`config.mk`:
```
export PLATFORM = sky130hd
export DESIGN_NAME = tt_sweep_collector
export DESIGN_NICKNAME = d
export VERILOG_FILES = /design/src/rtl/tt_sweep_collector_pkg.sv /design/src/rtl/tt_idx_delay.sv /design/src/rtl/tt_sweep_collector.sv
export SDC_FILE = /design/constraint.sdc
export NUM_CORES = 1
export LEC_CHECK = 0
export BUFFER_PORTS_ARGS = -buffer_cell sky130_fd_sc_hd__clkbuf_2
export CELL_PAD_IN_SITES_DETAIL_PLACEMENT = 1
export CELL_PAD_IN_SITES_GLOBAL_PLACEMENT = 2
export CORE_AREA = 2 2 147 149
export DETAILED_ROUTE_END_ITERATION = 16
export DIE_AREA = 0 0 149 151
export GPL_TIMING_DRIVEN = 1
export PLACE_DENSITY_LB_ADDON = 0.1
export SLEW_MARGIN = 10
export SYNTH_ARGS = -nofsm -noshare
export SYNTH_HDL_FRONTEND = slang
export SYNTH_SLANG_ARGS = --single-unit
```
`constraint.sdc`:
```
create_clock -name clk -period 2.3 [get_ports clk]
set_clock_uncertainty 0.1 [all_clocks]
set_input_delay 0.46 -clock clk [delete_from_list [all_inputs] [get_ports clk]]
set_output_delay 0.46 -clock clk [all_outputs]
set_load 0.005 [all_outputs]
```
`src/rtl/tt_sweep_collector_pkg.sv`:
```
// Shared types and constants for the truth-table sweep collector.
// Holds the FSM state type, the legal parameter ranges and the table width helper.
package tt_sweep_collector_pkg;

  typedef enum logic [1:0] {
    IDLE  = 2'd0,
    SWEEP = 2'd1,
    DRAIN = 2'd2,
    DONE  = 2'd3
  } state_t;

  localparam int FN_LAT_MIN = 0;
  localparam int FN_LAT_MAX = 3;
  localparam int NIN_MIN    = 2;
  localparam int NIN_MAX    = 8;

  function automatic int tt_width(input int nin);
    return 1 << nin;
  endfunction

endpackage

```
`src/rtl/tt_idx_delay.sv`:
```
// Delays the swept index and its capture-valid flag by FN_LAT cycles so that
// each fn_out sample lands at the table entry of the vector that produced it.
module tt_idx_delay
  import tt_sweep_collector_pkg::*;
#(
  parameter int NIN    = 7,
  parameter int FN_LAT = 0
) (
  input  logic           clk,
  input  logic           rst_n,
  input  logic [NIN-1:0] idx,
  input  logic           vld,
  output logic [NIN-1:0] idx_d,
  output logic           vld_d
);

  if (FN_LAT == 0) begin : g_wire
    logic unused_clk_rst;
    assign unused_clk_rst = clk ^ rst_n;
    assign idx_d = idx;
    assign vld_d = vld;
  end else begin : g_pipe
    logic [NIN-1:0]    idx_p [FN_LAT];
    logic [FN_LAT-1:0] vld_p;

    // Only the valid chain is reset; stale indices are harmless without it.
    always_ff @(posedge clk) begin
      if (!rst_n) begin
        vld_p <= '0;
      end else begin
        vld_p[0] <= vld;
        for (int i = 1; i < FN_LAT; i++) vld_p[i] <= vld_p[i-1];
      end
    end

    always_ff @(posedge clk) begin
      idx_p[0] <= idx;
      for (int i = 1; i < FN_LAT; i++) idx_p[i] <= idx_p[i-1];
    end

    assign idx_d = idx_p[FN_LAT-1];
    assign vld_d = vld_p[FN_LAT-1];
  end

endmodule

```
`src/rtl/tt_sweep_collector.sv`:
```
// Sweeps all 2**NIN input vectors through an external function and collects
// its outputs into a truth table with a running popcount and valid/ready result.
module tt_sweep_collector
  import tt_sweep_collector_pkg::*;
#(
  parameter int NIN    = 7,
  parameter int FN_LAT = 0
) (
  input  logic                     clk,
  input  logic                     rst_n,
  input  logic                     start,
  output logic [NIN-1:0]           x,
  input  logic                     fn_out,
  output logic                     busy,
  output logic                     res_valid,
  input  logic                     res_ready,
  output logic [tt_width(NIN)-1:0] tt,
  output logic [NIN:0]             ones,
  output logic                     balanced
);

  localparam int             TT_W       = tt_width(NIN);
  localparam logic [NIN-1:0] X_LAST     = '1;
  localparam logic [1:0]     DRAIN_LAST = (FN_LAT == 0) ? 2'd0 : 2'(FN_LAT - 1);
  localparam logic [NIN:0]   HALF       = (NIN+1)'(TT_W / 2);

  if (FN_LAT < FN_LAT_MIN || FN_LAT > FN_LAT_MAX || NIN < NIN_MIN || NIN > NIN_MAX) begin : g_bad_param
    $error("tt_sweep_collector: NIN or FN_LAT outside legal range");
  end

  state_t         state;
  logic [1:0]     drain_cnt;
  logic           sweep_vld;
  logic [NIN-1:0] idx_d;
  logic           vld_d;

  assign sweep_vld = (state == SWEEP);

  tt_idx_delay #(
    .NIN    (NIN),
    .FN_LAT (FN_LAT)
  ) u_idx_delay (
    .clk   (clk),
    .rst_n (rst_n),
    .idx   (x),
    .vld   (sweep_vld),
    .idx_d (idx_d),
    .vld_d (vld_d)
  );

  // ones is NIN+1 bits wide so the all-ones function reaches 2**NIN exactly.
  assign balanced = (ones == HALF);

  always_ff @(posedge clk) begin
    if (!rst_n) begin
      state     <= IDLE;
      x         <= '0;
      tt        <= '0;
      ones      <= '0;
      busy      <= 1'b0;
      res_valid <= 1'b0;
      drain_cnt <= '0;
    end else begin
      // vld_d is only high in SWEEP/DRAIN, so capture never fights the IDLE clear.
      if (vld_d) begin
        tt[idx_d] <= fn_out;
        ones      <= ones + {{NIN{1'b0}}, fn_out};
      end
      unique case (state)
        IDLE: begin
          if (start) begin
            state <= SWEEP;
            busy  <= 1'b1;
            x     <= '0;
            tt    <= '0;
            ones  <= '0;
          end
        end
        SWEEP: begin
          if (x == X_LAST) begin
            drain_cnt <= '0;
            if (FN_LAT == 0) begin
              state     <= DONE;
              busy      <= 1'b0;
              res_valid <= 1'b1;
            end else begin
              state <= DRAIN;
            end
          end else begin
            x <= x + NIN'(1);
          end
        end
        DRAIN: begin
          if (drain_cnt == DRAIN_LAST) begin
            state     <= DONE;
            busy      <= 1'b0;
            res_valid <= 1'b1;
          end else begin
            drain_cnt <= drain_cnt + 2'd1;
          end
        end
        DONE: begin
          if (res_ready) begin
            state     <= IDLE;
            res_valid <= 1'b0;
            x         <= '0;
          end
        end
        default: state <= IDLE;
      endcase
    end
  end

endmodule

```
After elaboration in Yosys (flattened, before gate mapping):

Index checks and enable logic that the tools add are counted.

* register bits: 149
* input port bits: 5
* output and inout bits: 146
* word-level logic and storage cells: 64

* $add $sub $neg: 3
* magnitude comparators: 2
* equal/unequal tests: 11
* multiplexer cells: 29
* reduce and logical (&&, ||, !) cells: 12

Operators with widths (number)
* $mux W128: 3
* $bwmux W128: 1
* $mux W8: 3
* $mux W7: 3
* $pmux W7 S3: 1
* $reduce_and A4 Y1: 4
* $mux W2: 6
* $ne A2 B2 Y1 const B: 5
* $reduce_bool A3 Y1: 3
* $add A8 B1 Y8: 1
* $eq A8 B7 Y1 const B: 1
* $lt A7 B8 Y1 const B: 1
* $pmux W2 S4: 1
* $add A7 B1 Y7 const B: 1
* $demux W1 S7: 1
* $eq A7 B7 Y1 const B: 1
* $ge A7 B1 Y1 const B: 1
* $mux W1: 7
* $pmux W1 S3: 2
* $eq A2 B2 Y1 const B: 2
* $logic_not A2 Y1: 2
* $pmux W2 S2: 1
* $reduce_and A3 Y1: 1
* $add A2 B1 Y2 const B: 1
* 4 further kinds: 4

Longest topological paths before layout:

* word-level depth: 8
* gate-level depth with buffers: 8
* depth with buffers taken out: 6

By module:

A second synthesis with hierarchy kept.

* cell total of the unflattened synthesis: 776
* area, all modules: 6438.7 um2

By module, submodules not included
* tt_sweep_collector: times used 1, cells each 768, area an instance 6378.6 um2, seq. area each 2982.9 um2
* tt_idx_delay: times used 1, cells each 8, area an instance 60.1 um2, seq. area each 0.0 um2

Least setup slack after synthesis:

Ideal clock, no wire load.

* kind: reg2reg
* start: register state[1]
* end: register x[5]
* library setup time: 0.076 ns
* data arrival time: 1.678 ns
* required time: 2.124 ns
* setup slack: 0.446 ns
* stages on the path, launching flop included: 8
* path buffers: 1
* period minus slack after synthesis: 1.854 ns
* cell sequence: dfxtp_1 > inv_1 > ha_1 > buf_2 > nand2_1 > nor3_1 > or4_1 > a21boi_0

* longest elaborated chain between the ends: 3

Ends and longest elaborated chain
* start, declared: RTL line tt_sweep_collector.sv:31 `state_t state;`
* start signal, assigned: RTL line tt_sweep_collector.sv:56 `state <= IDLE;`
* start signal, assigned: RTL line tt_sweep_collector.sv:72 `state <= SWEEP;`
* start signal, assigned: RTL line tt_sweep_collector.sv:83 `state <= DONE;`
* $eq A2 B1 Y1, or another cell as far along: RTL line tt_sweep_collector.sv:69 `unique case (state)`
* $ne A2 B2 Y1 (no source line) or $reduce_bool A3 Y1 (tied branches)
* $reduce_and A4 Y1 (no source line)
* end signal, assigned: RTL line tt_sweep_collector.sv:90 `x <= x + NIN'(1);`
* end, declared: RTL line tt_sweep_collector.sv:12 `output logic [NIN-1:0] x,`

Parallel ways exist; a longest one is shown, timed or not.
A chain may end at the register's enable or synchronous reset.

Final worst setup path:

* start: register ones[4]
* end: output balanced

* longest elaborated chain between the ends: 1

Ends and longest elaborated chain
* start, declared: RTL line tt_sweep_collector.sv:18 `output logic [NIN:0] ones,`
* start signal, assigned: RTL line tt_sweep_collector.sv:67 `ones <= ones + {{NIN{1'b0}}, fn_out};`
* $eq A8 B7 Y1: RTL line tt_sweep_collector.sv:52 `assign balanced = (ones == HALF);`
* end, declared: RTL line tt_sweep_collector.sv:19 `output logic balanced`

Every way passes these cells.

==> metrics.txt <==
Setup Crit Path Kind reg2out; Final min period 2270 ps; IO Port Bufs 150; Seq/Total Area, Yosys 0.482; total CTS buffers 17; Synth Instances 769; measured slew at the worst slew-check pin 595 ps; Max Buffers Root-to-Sink 2; Avg Inst Size Synth 8.05 um^2; first-pass GRT wire length 38900 um; Combinational Power Share 0.172; via count 6496; worst path required time 1740 ps; detailed-route vias per instance 5.31; wire length on met1 11900 um; FMAX 0.440 GHz; Post-synth EDFFs 0; switching power 2050 uW; final worst slack 25.7 ps; Async SR Flop Fraction 0; Synth cell types 36; layout cells sized above 1 0.263; placed cell count 1190; largest net degree at the start of global routing 129; diode count 0; Yosys reg bits 149; DP HPWL 17200 um; cell family with most CP delay simple AND/OR/NAND/NOR gates; WL final 25200 um; Post-Synth XOR/XNOR Area 0.00708; # DRC 0; synth-to-layout area growth 32.5%; Tot Pwr 6940 uW; top post-synthesis cells by area dfxtp_1 48%, nand3_1 12%, a21oi_1 11%; Max-cap violations 0; DR WL/cell 20.6 um; share of the synthesized area in the top cell type 0.482; NumNets Final 951; die area 22500 um^2; Critical-path top delay cell or4_4; Synth Area in Simple Gates 0.203; metal2 WL 11900 um; Worst path max stage delay 540 ps; Final Hold Vio Count 0; gpl congestion 0.802; Pint 4890 uW; Syn. warnings 0; largest area contributor in the netlist dfxtp_1; Post-Synth Adder-Cell Area 0.0222; initial antenna violation count 0; combinational family with the most area after synthesis compound AO/OA/AOI/OAI gates; critical path launch point type flip-flop; vias in the first global route 6703; Clock transition at path regs 60 ps; register share of total power 0.390; status completed; WHS 296 ps; fin. max-slew vios 0; Top Layer Used met4; Place WS 7.00 ps; critical-path cell list or4_4 -> nor4b_4 -> buf_2; RSZ-0062 raised after global routing true; Layout Cells excl Fill 1223; R2R Setup Slk 170 ps; DR iter-0 viols 392; H-Tree Level Count 4; Pleak 0.00308 uW; WP buf/inv 1; synthesized area 6190 um^2; post-route antenna net violation count 0; Net Sw Frac 0.296; commonest non-fill, non-tap cell in the layout clkbuf_2; global route overflow 0; slew margin rel. 0.602; most frequent cells in the layout 148 x clkbuf_2, 146 x dfxtp_1, 144 x nand3_1; wire length on met3 1140 um; Setup crit end kind output pin; CTS tree built; fin crit share 0.989; Final Setup Violations 0; worst-skew pair later-pin latency 420 ps; die width 149 um; gr usage total 0.226; post-synthesis mux area share 0.00971; initial core utilization 0.297; compound-cell area share of the yosys netlist 0.231; Pwr Density 847 nW/um^2; CTS sink cnt 149; CTS Hold Bufs 0; crit-path max FO 2; Post-Synthesis Net Count 785; VDD IR max 0.000437 V; top_reg_cell synth dfxtp_1; clock root buffer master clkbuf_16; clock network power share 0.438; class of the worst hold path in2reg; drt first pass iters 4; Rows 53; core area 20800 um^2; IO Count 151; Worst Path Arrival 1710 ps; Die H 151 um
worst paths after layout:
path / cells past startpoint / from / to
max reg2reg: 7 / state[1]$_SDFFE_PN0P_ / tt[75]$_SDFF_PN0_
max: 3 / ones[4]$_SDFF_PN0_ / balanced
min reg2reg: 2 / tt[12]$_SDFF_PN0_ / tt[12]$_SDFF_PN0_
min: 4 / res_ready / res_valid$_SDFFE_PN0P_
synthesized netlist by cell type (3+ instances only):
library cell	number
dfxtp_1	149
or4_1	4
xor2_1	3
nor3_1	10
nand2_1	28
mux2i_1	6
nand4_1	3
nand3_1	144
nor2_1	26
a21oi_1	134
clkbuf_1	44
buf_1	3
nor2b_1	11
o21ai_0	134
buf_2	11
ha_1	11
nand2b_1	9
inv_1	9
or3_1	4
o21a_1	4
through the flow:
step                       util  setup TNS [ps]  area (um^2)
final                     0.394               0         8200
after CTS                 0.394           -26.2         8200
after global routing      0.394           -22.8         8200
after floorplan               -               0         6190
after detailed placement  0.361               0         7520
after global placement    0.361               0         7520
cell families after synthesis:
group | after synthesis
XOR/XNOR | 5
AND/OR/NAND/NOR | 250
multiplexers | 6
buffers and inverters | 69
flip-flops | 149
adder cells (fa/ha/maj) | 11
AO/OA/AOI/OAI | 279
worst reg2reg max path, stage by stage, from the launching register on:
cell	delay [ps]
dfxtp_1	370
inv_1	140
ha_2	330
nor2b_1	340
nand3_1	160
buf_4	220
o21ai_0	230
a21oi_1	110
power by group through the flow:
stage	Sequential [uW]	Combinational [uW]	Clock (uW)
3_3_place_gp	2760	1180	0
2_1_floorplan	2730	736	0
3_5_place_dp	2760	1200	0
4_1_cts	2710	1210	3090
5_1_grt	2720	1310	3220
6_report	2710	1190	3040
timing repair:
item                       4_1_cts  5_1_grt
pin swaps                        1        1
setup endpoints to repair        3       38
resized for setup                8        2
buffers inserted                 1        0
registers in the layout, summed over array words and instances, names as in the netlist:
| signal | flops |
|---|---|
| busy | 1 |
| drain_cnt | 2 |
| ones | 8 |
| res_valid | 1 |
| state | 2 |
| tt | 128 |
| x | 7 |
final cells by class:
| class | instances | area [um^2] |
|---|---|---|
| fill | 2492 | 12600 |
| sequential | 149 | 2990 |
| multi-input combinational | 551 | 2960 |
| timing repair buffer | 207 | 1230 |
| clock buffer | 19 | 443 |
| tap | 275 | 344 |
| clock inverter | 13 | 196 |
| inverter | 9 | 33.8 |
per-layer routing:
layer | track usage | up-vias
met4 | 0.0524 | 0
met1 | 0.312 | 3240
li1 | - | 3091
met5 | 0 | -
met2 | 0.366 | 145
met3 | 0.0440 | 20
(Power assumes the default switching activity.)
